[src/rtl/i2s_tdm_tx.sv]
// Multi-channel I2S / left-justified TDM serialiser with SCLK/LRCLK derived from CLK.
// Accepts one frame per audio period; underruns send zeros or repeat the last frame.
module i2s_tdm_tx #(
  parameter int DATA_W        = 24,
  parameter int SLOT_W        = 32,
  parameter int CHANNELS      = 2,
  parameter int SCLK_DIV      = 4,
  parameter int JUSTIFY       = 0,
  parameter int UNDERRUN_HOLD = 0
) (
  input  logic                       CLK,
  input  logic                       RESET,
  input  logic                       EN,
  input  logic [CHANNELS*DATA_W-1:0] AUDIO_IN,
  input  logic                       AUDIO_VALID,
  output logic                       AUDIO_READY,
  output logic                       SCLK,
  output logic                       LRCLK,
  output logic                       DOUT,
  output logic                       FRAME_START,
  output logic                       UNDERRUN,
  output logic [15:0]                UNDERRUN_CNT,
  input  logic                       CLR_UNDERRUN
);

  localparam int FRAME_W = CHANNELS * SLOT_W;
  localparam int DIV_W   = (SCLK_DIV > 1) ? $clog2(SCLK_DIV) : 1;
  localparam int BIT_W   = $clog2(FRAME_W);
  localparam int MSB_OFF = (JUSTIFY != 0) ? 0 : 1;

  localparam logic [DIV_W-1:0] DIV_LAST  = DIV_W'(SCLK_DIV - 1);
  localparam logic [DIV_W-1:0] DIV_HALF  = DIV_W'(SCLK_DIV / 2);
  localparam logic [BIT_W-1:0] BIT_LAST  = BIT_W'(FRAME_W - 1);
  localparam logic [BIT_W-1:0] BIT_RIGHT = BIT_W'(FRAME_W / 2);

  logic [DIV_W-1:0]           div_q, div_d;
  logic [BIT_W-1:0]           bit_q, bit_d;
  logic [FRAME_W-1:0]         frame_q, frame_d;
  logic [CHANNELS*DATA_W-1:0] last_q, last_d;
  logic                       run_q;
  logic                       urun_q, urun_d;
  logic [15:0]                ucnt_q, ucnt_d;

  logic                       load;
  logic                       active;
  logic [CHANNELS*DATA_W-1:0] src;
  logic [FRAME_W-1:0]         packed_frame;

  assign load = EN & ~RESET & (div_q == DIV_LAST) & (bit_q == BIT_LAST);
  assign src  = AUDIO_VALID ? AUDIO_IN : ((UNDERRUN_HOLD != 0) ? last_q : '0);

  // Each slot is transmitted MSB first from the top of the shift register.
  genvar gi;
  generate
    for (gi = 0; gi < CHANNELS; gi++) begin : g_pack
      assign packed_frame[FRAME_W-1-gi*SLOT_W -: SLOT_W] =
        SLOT_W'(src[gi*DATA_W +: DATA_W]) << (SLOT_W - DATA_W - MSB_OFF);
    end
  endgenerate

  always_comb begin
    div_d   = div_q;
    bit_d   = bit_q;
    frame_d = frame_q;
    last_d  = last_q;
    urun_d  = urun_q;
    ucnt_d  = ucnt_q;
    if (!EN) begin
      div_d   = DIV_LAST;
      bit_d   = BIT_LAST;
      frame_d = '0;
      last_d  = '0;
    end else begin
      div_d = (div_q == DIV_LAST) ? '0 : div_q + 1'b1;
      if (div_q == DIV_LAST) begin
        bit_d   = (bit_q == BIT_LAST) ? '0 : bit_q + 1'b1;
        frame_d = load ? packed_frame : {frame_q[FRAME_W-2:0], 1'b0};
      end
      if (load && AUDIO_VALID) last_d = AUDIO_IN;
    end
    // A simultaneous clear loses to a fresh underrun.
    if (load && !AUDIO_VALID) begin
      urun_d = 1'b1;
      if (ucnt_q != 16'hFFFF) ucnt_d = ucnt_q + 1'b1;
    end else if (CLR_UNDERRUN) begin
      urun_d = 1'b0;
      ucnt_d = '0;
    end
  end

  always_ff @(posedge CLK or posedge RESET) begin
    if (RESET) begin
      div_q   <= DIV_LAST;
      bit_q   <= BIT_LAST;
      frame_q <= '0;
      last_q  <= '0;
      run_q   <= 1'b0;
      urun_q  <= 1'b0;
      ucnt_q  <= '0;
    end else begin
      div_q   <= div_d;
      bit_q   <= bit_d;
      frame_q <= frame_d;
      last_q  <= last_d;
      run_q   <= EN;
      urun_q  <= urun_d;
      ucnt_q  <= ucnt_d;
    end
  end

  // run_q keeps the bus quiet during the very first load cycle after enable.
  assign active       = EN & run_q;
  assign AUDIO_READY  = load;
  assign SCLK         = active & (div_q >= DIV_HALF);
  assign LRCLK        = active & (bit_q >= BIT_RIGHT);
  assign DOUT         = active & frame_q[FRAME_W-1];
  assign FRAME_START  = EN & (bit_q == '0) & (div_q == '0);
  assign UNDERRUN     = urun_q;
  assign UNDERRUN_CNT = ucnt_q;

endmodule

[config.mk]
export PLATFORM = sky130hd
export DESIGN_NAME = i2s_tdm_tx
export DESIGN_NICKNAME = d
export VERILOG_FILES = /design/src/rtl/i2s_tdm_tx.sv
export SDC_FILE = /design/constraint.sdc
export NUM_CORES = 1
export LEC_CHECK = 0
export CAP_MARGIN = 20
export CORE_ASPECT_RATIO = 0.5
export CORE_MARGIN = 2
export CORE_UTILIZATION = 59
export CTS_BUF_LIST = sky130_fd_sc_hd__clkbuf_4 sky130_fd_sc_hd__clkbuf_8
export CTS_CLUSTER_DIAMETER = 80
export DETAILED_ROUTE_END_ITERATION = 16
export GPL_TIMING_DRIVEN = 0
export PLACE_DENSITY = 0.87
export SYNTH_ARGS = -nofsm -noshare
export SYNTH_HDL_FRONTEND = slang
export SYNTH_SLANG_ARGS = --single-unit
[constraint.sdc]
create_clock -name CLK -period 4.2 [get_ports CLK]
set_clock_uncertainty 0.2 [all_clocks]
set_input_delay 0.84 -clock CLK [delete_from_list [all_inputs] [get_ports CLK]]
set_output_delay 0.84 -clock CLK [all_outputs]
set_load 0.02 [all_outputs]
# After elaboration in Yosys (flattened, before gate mapping)
# Index checks and enable logic that the tools add are counted.
[word_totals]
inputBits = 53
word_cells = 46
ff_bits = 90
[classes]
n_mux = 14
n_eq_ne = 5
n_lt_le_gt_ge = 2
add_sub_neg = 3
n_reduce_logical = 6
bitwise = 10
[op_table]
columns = ["operator", "n"]
rows = [
  ["$mux 64", 3],
  ["$mux 16", 3],
  ["$mux 48", 1],
  ["$mux 6", 3],
  ["$add 16x1->16 const B", 1],
  ["$ne 16x16->1 const B", 1],
  ["$and 1x1->1", 9],
  ["$add 6x1->6 const B", 1],
  ["$eq 6x6->1 const B", 1],
  ["$ge 6x6->1 const B", 1],
  ["$logic_not 6->1", 1],
  ["$mux 2", 2],
  ["$ne 2x1->1 const B", 2],
  ["$add 2x1->2 const B", 1],
  ["$eq 2x2->1 const B", 1],
  ["$ge 2x2->1 const B", 1],
  ["$logic_not 2->1", 1],
  ["$mux 1", 2],
  ["$reduce_and 2->1", 1],
  ["$reduce_bool 2->1", 1],
  ["$logic_and 1x1->1", 1],
  ["$logic_not 1->1", 1],
  ["$not 1->1", 1],
]

# Longest topological paths before layout
# Gate-level depths: netlist of the first run.
[depth]
ltp_word = 7
depth_mapped = 9
ltp_nobuf = 6

# Worst setup path before layout of the first run
# No wires, ideal clock.
[synth_timing]
path_kind = "input -> output"
start = "input EN"
end = "output FRAME_START"
cell_stages = 4
slack_ns = 1.241
path_buffers = 2
t_arrival_ns = 1.919
t_required_ns = 3.160
path_cell_list = "buf_4 > clkbuf_1 > nand4b_1 > nor4_1"
[synth_between]
elab_chain_len = 2
[synth_lines]
columns = ["item", "line_no", "source"]
rows = [
  ["start, declared", "13", "input logic EN,"],
  ["$and 1x1->1 (2 in a row)", "117", "assign FRAME_START = EN & (bit_q == '0) & (div_q == '0);"],
  ["end, declared", "20", "output logic FRAME_START,"],
]
# Every way passes these cells.

# Final worst setup path of the first run
# Ends and elaborated chain as after synthesis.

==> impl_metrics.py, run 1 <==
metrics = {
    "outcome": {
        "outcome": "completed",
    },
    "synthesis": {
        "yosysMostFrequentCell": "nand3_1",
        "synth_edf_count": 0,
        "synth_seq_cells": 83,
        "post_synth_and_or_nand_nor_area_fraction_pct": 25.9,
        "synth_ff_type": "dfrtp_1",
        "muxShareOfSynthArea_pct": 0.225,
        "synth_compound_area_share_pct": 19.4,
        "synthAdderAreaFrac_pct": 1.69,
        "yosysTopAreaCell": "dfrtp_1",
        "syn_area_per_cell_um2": 9.36,
        "yosys.cell_types.count": 52,
        "yosysWarnings": 0,
        "synthesis.nets": 535,
        "netlist_top_cells_count": "nand3_1, dfrtp_1, nand2_1, o211a_1, clkbuf_1",
        "synth_top_family_by_area": "simple AND/OR/NAND/NOR gates",
        "ys_async_sr_fraction_pct": 100,
        "synth_xor_area_share_pct": 0.393,
        "synth-seq-area-share_pct": 46.9,
        "synth.top_cells.by_area": "dfrtp_1, nand3_1, o211a_1",
        "synth.top_cell.area_share_pct": 42.1,
        "mappedNetlistArea_mm2": 0.00445,
        "synth_cells": 476,
    },
    "floorplan": {
        "die_y_um": 65.4,
        "die_x_um": 127,
        "core_mm2": 0.00732,
        "io_pins": 75,
        "fp.dieArea_mm2": 0.00830,
        "initial_core_util_pct": 60.8,
        "rows": 22,
    },
    "global_routing": {
        "grt_pass1_vias": 3954,
        "grt-ovfl-total": 0,
        "grt_use_total_pct": 27.6,
        "grt_max_degree": 54,
        "antenna_found_initial": 0,
        "grt_pass1_wl_um": 18300,
    },
    "cts": {
        "cts_max_path_buffers": 2,
        "cts_tree": "yes",
        "numClockSinks": 83,
        "cts-hold-fix-buffers": 0,
        "path_clk_slew_ns": 0.08,
        "worstSkewPairLatency_ns": 0.35,
        "post_cts_resized": 0,
        "post_cts_buffers": 0,
        "root_buffer": "clkbuf_8",
        "numCtsBuffers": 9,
        "htreeDepth": 3,
    },
    "setup_path": {
        "path_max_fanout": 10,
        "worstSetupPathType": "primary input to output port",
        "required_ns": 3.16,
        "critPathCaptureType": "output port",
        "arrival_ns": 2.89,
        "start_kind": "primary input",
    },
    "placement": {
        "dp.cells": 646,
        "hpwl_um": 7480,
        "gp_congestion": 0.847,
        "port_buffers": 73,
    },
    "drt": {
        "routed_via_density": 6.00,
        "ant_nets": 0,
        "via_count": 3975,
        "drc_errors": 0,
        "drt_first_pass_iters": 4,
        "drt_wl_total_um": 10600,
        "initialDrtViolationCount": 313,
        "wire_per_inst_um": 16.0,
    },
    "sta": {
        "rsz0062_at_grt": "false",
        "max-slew-margin-rel_pct": 56.1,
        "worst_slew_pin_slew_ns": 0.653,
        "min_period_over_period_pct": 93.6,
        "clock.fmax_ghz": 0.254,
        "setup_viol": 0,
        "min_period_ns": 3.93,
        "final-hold-violation-count": 0,
        "slew_violations": 0,
    },
    "power": {
        "ir_drop_mv": 0.248,
        "swShare_pct": 30.0,
        "intPower_mw": 1.42,
        "clockPowerShare_pct": 29.8,
        "power.density_mw_per_mm2": 366,
        "pwr-share-comb_pct": 23.1,
        "leakagePower_nw": 2.71,
        "pwr-share-seq_pct": 47.1,
        "p_sw_mw": 0.608,
    },
    "layout": {
        "area_delta_synth_final_pct": 24.6,
        "stdcell_count": 662,
        "drive_gt1_share_pct": 7.95,
        "utilization_pct": 75.8,
        "fillers": 535,
        "diodes": 0,
        "finalNetCount": 620,
    },
    "flow_run": {
        "max-cap-violations": 0,
    },
    "worst_hold_path": {
        "min_path_type": "register to register",
    },
}
[final cells by class]
type | instances | area (µm²) | area share, %
multi-input combinational | 337 | 2120 | 38.2
tap | 96 | 120 | 2.17
clock buffer | 12 | 165 | 2.98
clock inverter | 4 | 47.5 | 0.857
sequential | 83 | 2090 | 37.6
timing repair buffer | 74 | 758 | 13.7
inverter | 13 | 51.3 | 0.925
buffer | 43 | 196 | 3.54
[critical path: stages]
cell and delay (ns):
clkdlybuf4s50_1 0.48, buf_4 0.17, clkbuf_1 0.40, nand4b_1 0.15, nor4_1 0.19, clkdlybuf4s50_1 0.66
[cell usage in the layout, fill, tap and decap left out, types with 8 or more instances in the layout]
cell type        count
nand3_1            111
nand2_1             61
o211a_1             51
clkbuf_8            12
nand2b_1            14
inv_1               12
dfrtp_1             75
o21ai_0             12
clkdlybuf4s50_1     73
clkbuf_1            28
dfstp_2              8
a21boi_0            10
[power by group through the flow]
stage	Combinational, mW	Clock, mW	Sequential, mW
2_1_floorplan	0.321	0	0.955
3_3_place_gp	0.445	0	0.965
3_5_place_dp	0.466	0	0.970
4_1_cts	0.468	0.615	0.955
5_1_grt	0.527	0.648	0.966
6_report	0.468	0.605	0.955
[path summary, 6_finish.rpt]
path | cells past startpoint | startpoint | to | slack, ns
setup / recovery | 6 | EN | FRAME_START | 0.27
hold / removal | 1 | frame_q[54] | frame_q[54] | 0.31
setup reg to reg | 9 | div_q[1] | frame_q[20] | 1.37
hold reg to reg | 1 | frame_q[54] | frame_q[54] | 0.31
max in group asynchronous | 3 | RESET | frame_q[41] | 2.53
min in group asynchronous | 2 | RESET | frame_q[58] | 0.68
[sequential cells by signal, summed over array words and instances (netlist names)]
register      flops
UNDERRUN          1
UNDERRUN_CNT     16
bit_q             6
div_q             2
frame_q          57
run_q             1
[metal layers]
metal | GRT usage [%] | vias to the layer above | wire length, µm
met3 | 4.80 | 13 | 530
met1 | 36.7 | 1928 | 4990
met5 | 0 | - | 0
met2 | 47.7 | 127 | 5000
met4 | 7.01 | 0 | 108
li1 | - | 1907 | -
[per-stage QoR]
step | setup TNS (ns) | power [mW] | instance area (µm²) | hold slack, ns | setup slack (ns)
floorplan | 0 | 1.28 | 4450 | 0.277 | 1.04
detailed placement | 0 | 1.44 | 5330 | 0.293 | 0.233
CTS | 0 | 2.04 | 5550 | 0.311 | 0.247
finish | 0 | 2.03 | 5550 | 0.310 | 0.267
global route | 0 | 2.14 | 5550 | 0.320 | 0.163
global placement | -26.84 | 1.41 | 5300 | 0.286 | -0.361
[cells by family after synthesis]
kind of cell    count (synthesis)
fa+ha+maj                       6
flops                          83
compound gates                103
mux                             1
xor+xnor                        2
buf+inv                        56
simple gates                  225
No activity file was read; power rests on OpenSTA's default activity.
==> run 2: changes to the inputs <==
--- a/config.mk
+++ b/config.mk
@@ -8,12 +8,13 @@
 export CAP_MARGIN = 20
 export CORE_ASPECT_RATIO = 0.5
 export CORE_MARGIN = 2
-export CORE_UTILIZATION = 59
+export CORE_UTILIZATION = 50
 export CTS_BUF_LIST = sky130_fd_sc_hd__clkbuf_4 sky130_fd_sc_hd__clkbuf_8
 export CTS_CLUSTER_DIAMETER = 80
 export DETAILED_ROUTE_END_ITERATION = 16
 export GPL_TIMING_DRIVEN = 0
-export PLACE_DENSITY = 0.87
+export HOLD_SLACK_MARGIN = 0.1
+export PLACE_DENSITY = 0.79
 export SYNTH_ARGS = -nofsm -noshare
 export SYNTH_HDL_FRONTEND = slang
 export SYNTH_SLANG_ARGS = --single-unit
==> constraint.sdc (replaced) <==
create_clock -name CLK -period 3.2 [get_ports CLK]
set_clock_uncertainty 0.2 [all_clocks]
set_input_delay 0.64 -clock CLK [delete_from_list [all_inputs] [get_ports CLK]]
set_output_delay 0.64 -clock CLK [all_outputs]
set_load 0.02 [all_outputs]
==> impl_metrics.py, run 2 (synthesis gave the netlist of run 1 again) <==
metrics = {
    "cts": {
        "path_clk_slew_ns": 0.08,
        "numClockSinks": 83,
        "cts-hold-fix-buffers": 0,
        "root_buffer": "clkbuf_8",
        "numCtsBuffers": 9,
        "cts_tree": "yes",
        "htreeDepth": 3,
        "worstSkewPairLatency_ns": 0.37,
        "cts_max_path_buffers": 2,
    },
    "floorplan": {
        "io_pins": 75,
        "rows": 24,
        "core_mm2": 0.00868,
        "fp.dieArea_mm2": 0.00972,
        "initial_core_util_pct": 51.3,
        "die_y_um": 70.7,
        "die_x_um": 137,
    },
    "sta": {
        "slew_violations": 0,
        "min_period_ns": 3.16,
        "worst_slew_pin_slew_ns": 0.629,
        "clock.fmax_ghz": 0.317,
        "rsz0062_at_grt": "false",
        "setup_viol": 0,
        "fin_ws_ns": 0.0428,
        "max-slew-margin-rel_pct": 57.8,
        "fin_tns_setup_ns": 0,
        "timing.hold.ws_ns": 0.309,
        "min_period_over_period_pct": 98.7,
        "final-hold-violation-count": 0,
    },
    "drt": {
        "via_count": 3970,
        "wire_per_inst_um": 15.5,
        "routed_via_density": 5.81,
        "drt_first_pass_iters": 5,
        "drc_errors": 0,
        "drt_wl_total_um": 10600,
        "ant_nets": 0,
        "initialDrtViolationCount": 312,
    },
    "layout": {
        "finalNetCount": 620,
        "drive_gt1_share_pct": 8.48,
        "regMostFlops": "frame_q",
        "final_cell_mix": "nand3_1, dfrtp_1, clkdlybuf4s50_1, nand2_1, o211a_1",
        "largest_reg_flops": 57,
        "mostFrequentLayoutCell": "nand3_1",
        "area_delta_synth_final_pct": 25.3,
        "diodes": 0,
    },
    "setup_path": {
        "cp_num_cells": 5,
        "critPathLaunch": "EN",
        "rr_endpoint": "frame_q[17]",
        "crit_top_cell": "clkdlybuf4s50_1",
        "cp-endpoint": "LRCLK",
        "path_max_fanout": 10,
        "rr_worst_depth": 9,
        "start_kind": "primary input",
        "required_ns": 2.36,
        "path_cells": "clkdlybuf4s50_1, buf_4, buf_2, and3_1, clkdlybuf4s50_1",
        "crit_path_top_delay_cell": "clkdlybuf4s50_1",
        "path_delay_family": "buffers and inverters",
        "arrival_ns": 2.32,
        "worstReg2RegStart": "div_q[1]",
        "path_buf_inv": 4,
        "worst-r2r-setup-slack_ns": 0.44,
        "slowest_delay_ns": 0.60,
        "critPathCaptureType": "output port",
        "worstSetupPathType": "primary input to output port",
    },
    "placement": {
        "dp_slack_ns": -0.311,
        "gp_congestion": 0.838,
        "hpwl_um": 7450,
        "port_buffers": 73,
    },
    "flow_run": {
        "max-cap-violations": 0,
    },
    "global_routing": {
        "grt_pass1_wl_um": 18000,
        "grt-ovfl-total": 0,
        "antenna_found_initial": 0,
        "grt_pass1_vias": 3802,
        "grt_use_total_pct": 23.5,
        "grt_max_degree": 60,
    },
    "power": {
        "report.power.total_mw": 2.67,
        "power.density_mw_per_mm2": 478,
        "ir_drop_mv": 0.240,
        "leakagePower_nw": 2.74,
    },
    "worst_hold_path": {
        "min_path_type": "register to register",
    },
    "outcome": {
        "outcome": "completed",
    },
}
-- run 2: cell count changes in the layout (fill, tap and decap cells not counted) --
cell             delta
buf_2               +2
clkbuf_1            -3
clkbuf_4            +1
clkdlybuf4s50_1     -2
dlygate4sd2_1       +1
dlymetal6s2s_1      +1
-- run 2: through the flow --
stage | cell area [µm²] | instances | utilization, %
5_1_grt | 5580 | 683 | 64.3
6_report | 5580 | 683 | 64.3
3_5_place_dp | 5360 | 667 | 61.8
2_1_floorplan | 4450 | 476 | -
3_3_place_gp | 5330 | 666 | 61.4
4_1_cts | 5580 | 683 | 64.2
-- run 2: cell type report --
class,instances,area (µm²)
well taps,117,146
plain buffers,43,203
clock buffers,12,165
flip-flops and latches,83,2090
multi-input cells,337,2120
clock inverters,4,47.5
fillers,713,3100
inverters,13,51.3
repair buffers,74,759
-- run 2: where the power goes --
part           leakage (nW)  internal (mW)  switching (mW)  total (mW)
registers              1.10           1.17          0.0804        1.25
logic                  1.54          0.271           0.337       0.608
clock network         0.108          0.422           0.385       0.807
-- run 2: worst min path at each step --
stage                     slack, ns  depth (start not counted)   startpoint           to
final                          0.31                          1  frame_q[54]  frame_q[54]
after global routing           0.32                          1  frame_q[41]  frame_q[41]
after CTS                      0.31                          1  frame_q[50]  frame_q[50]
after detailed placement       0.29                          1  frame_q[50]  frame_q[50]
after global placement         0.29                          1  frame_q[49]  frame_q[49]
after floorplan                0.28                          1  frame_q[39]  frame_q[39]
-- run 2: what timing repair did --
action | CTS | global route
pin swaps | 0 | 0
gates resized for setup | 4 | 5
setup endpoints to repair | 4 | 4
buffers inserted | 0 | 0
-- run 2: layer usage --
layer  routed length (µm)  track usage, %  up-vias
li1                     -               -     1907
met1                 5040            32.9     1943
met2                 4830            36.5      103
met3                  538            5.66       17
met4                  155            6.99        0
met5                    0               0        -
-- run 2: worst register-to-register path: cells and delay by family, from the launching register on --
family | cells | cell delay [ns]
compound gates | 1 | 0.16
fa+ha+maj | 1 | 0.14
buf+inv | 3 | 0.76
flops | 1 | 0.56
simple gates | 4 | 0.89
==> run 3: changes to the inputs <==
--- a/config.mk
+++ b/config.mk
@@ -6,7 +6,7 @@
 export NUM_CORES = 1
 export LEC_CHECK = 0
 export CAP_MARGIN = 20
-export CORE_ASPECT_RATIO = 0.5
+export CORE_ASPECT_RATIO = 0.6
 export CORE_MARGIN = 2
 export CORE_UTILIZATION = 50
 export CTS_BUF_LIST = sky130_fd_sc_hd__clkbuf_4 sky130_fd_sc_hd__clkbuf_8
==> impl_metrics.py, run 3 (synthesis gave the netlist of run 1 again) <==
metrics = {
    "floorplan": {
        "die_y_um": 77.1,
        "rows": 26,
        "core_mm2": 0.00859,
        "io_pins": 75,
        "die_x_um": 126,
        "fp.dieArea_mm2": 0.00970,
        "initial_core_util_pct": 51.9,
    },
    "setup_path": {
        "worst-r2r-setup-slack_ns": 0.50,
        "path_cells": "clkdlybuf4s50_1, buf_4, clkbuf_4, and3_1, clkdlybuf4s50_1",
        "rr_endpoint": "frame_q[25]",
        "path_max_fanout": 10,
        "required_ns": 2.36,
        "crit_top_cell": "clkdlybuf4s50_1",
        "arrival_ns": 2.28,
        "worstReg2RegStart": "div_q[1]",
        "worstSetupPathType": "primary input to output port",
        "critPathCaptureType": "output port",
        "cp_num_cells": 5,
        "cp-endpoint": "LRCLK",
        "critPathLaunch": "EN",
        "crit_path_top_delay_cell": "clkdlybuf4s50_1",
        "path_delay_family": "buffers and inverters",
        "rr_worst_depth": 9,
        "path_buf_inv": 4,
        "slowest_delay_ns": 0.59,
        "start_kind": "primary input",
    },
    "power": {
        "pwr-share-comb_pct": 22.8,
        "report.power.total_mw": 2.72,
        "intPower_mw": 1.90,
        "pwr-share-seq_pct": 46.1,
        "clockPowerShare_pct": 31.1,
        "ir_drop_mv": 0.188,
        "swShare_pct": 30.2,
        "leakagePower_nw": 2.78,
        "power.density_mw_per_mm2": 487,
        "p_sw_mw": 0.822,
    },
    "global_routing": {
        "grt_max_degree": 51,
        "grt_pass1_vias": 3811,
        "grt_pass1_wl_um": 18900,
        "grt-ovfl-total": 0,
        "antenna_found_initial": 0,
        "grt_use_total_pct": 24.1,
    },
    "sta": {
        "min_period_ns": 3.12,
        "final-hold-violation-count": 0,
        "slew_violations": 0,
        "max-slew-margin-rel_pct": 54.3,
        "min_period_over_period_pct": 97.5,
        "setup_viol": 0,
        "worst_slew_pin_slew_ns": 0.681,
        "clock.fmax_ghz": 0.321,
        "rsz0062_at_grt": "false",
        "timing.hold.ws_ns": 0.310,
    },
    "layout": {
        "mostFrequentLayoutCell": "nand3_1",
        "area_delta_synth_final_pct": 25.4,
        "stdcell_count": 677,
        "largest_reg_flops": 57,
        "final_cell_mix": "nand3_1, dfrtp_1, clkdlybuf4s50_1, nand2_1, o211a_1",
        "stdcell_area_mm2": 0.00558,
        "drive_gt1_share_pct": 8.32,
        "regMostFlops": "frame_q",
        "diodes": 0,
        "finalNetCount": 620,
    },
    "placement": {
        "hpwl_um": 7990,
        "dp.cells": 662,
        "port_buffers": 73,
        "placedInstanceArea_mm2": 0.00535,
        "gp_congestion": 0.886,
    },
    "cts": {
        "post_cts_buffers": 0,
        "worstSkewPairLatency_ns": 0.37,
        "htreeDepth": 3,
        "numCtsBuffers": 9,
        "cts_max_path_buffers": 2,
        "root_buffer": "clkbuf_8",
        "path_clk_slew_ns": 0.08,
        "cts_tree": "yes",
        "cts-hold-fix-buffers": 0,
        "numClockSinks": 83,
    },
    "drt": {
        "via_count": 3979,
        "drt_wl_total_um": 11100,
        "wire_per_inst_um": 16.5,
        "routed_via_density": 5.88,
        "initialDrtViolationCount": 351,
        "ant_nets": 0,
        "drc_errors": 0,
        "drt_first_pass_iters": 5,
    },
    "worst_hold_path": {
        "min_path_cells": 1,
        "min_path_type": "register to register",
    },
    "outcome": {
        "outcome": "completed",
    },
    "flow_run": {
        "max-cap-violations": 0,
    },
}
[run 3: cell types whose count changed in the layout (fill, tap and decap cells not counted), sizes merged]
cell / previous run / this run
bufinv: 1 / 2
clkbuf: 38 / 37
dlymetal6s2s: 1 / 3
buf: 18 / 17
clkdlybuf4s50: 71 / 69
[run 3: worst min path at each step]
| stage | from | endpoint | slack, ns |
|---|---|---|---|
| after global routing | frame_q[43] | frame_q[43] | 0.32 |
| after global placement | frame_q[42] | frame_q[42] | 0.29 |
| after floorplan | frame_q[39] | frame_q[39] | 0.28 |
| final | frame_q[42] | frame_q[42] | 0.31 |
| after CTS | frame_q[42] | frame_q[42] | 0.31 |
| after detailed placement | frame_q[58] | frame_q[58] | 0.29 |
[run 3: what timing repair did]
item                       in CTS  in global routing
cloned                          0                  0
resized for setup               5                  6
setup endpoints to repair       4                  4
[run 3: area by class of cell]
type / count / area, µm²
fillers: 702 / 3000
multi-input cells: 337 / 2120
flip-flops and latches: 83 / 2090
repair buffers: 74 / 764
plain buffers: 43 / 205
well taps: 112 / 140
clock buffers: 10 / 138
clock inverters: 5 / 77.6
inverters: 13 / 51.3
[run 3: power by group through the flow]
stage	sequential [mW]	combinational, mW	clock, mW
finish	1.25	0.620	0.846
global route	1.27	0.688	0.902
CTS	1.25	0.618	0.857
detailed placement	1.27	0.614	0
global placement	1.27	0.588	0
floorplan	1.25	0.421	0
[run 3: through the flow]
step	worst slack, ns	setup TNS (ns)	utilization, %
floorplan	0.236	0	-
global placement	-1.17	-91.24	62.0
detailed placement	-0.337	-0.843	62.3
CTS	0.0121	0	64.9
global route	0.0403	0	65.0
finish	0.0805	0	65.0
[run 3: routing by layer]
| layer | vias up | track usage [%] | share of wire (%) | routed length [µm] |
|---|---|---|---|---|
| met5 | - | 0 | 0 | 0 |
| met4 | 0 | 6.70 | 1.3 | 148 |
| met3 | 15 | 6.49 | 6.1 | 684 |
| met2 | 119 | 33.8 | 42 | 4740 |
| met1 | 1943 | 36.5 | 50 | 5580 |
| li1 | 1902 | - | - | - |
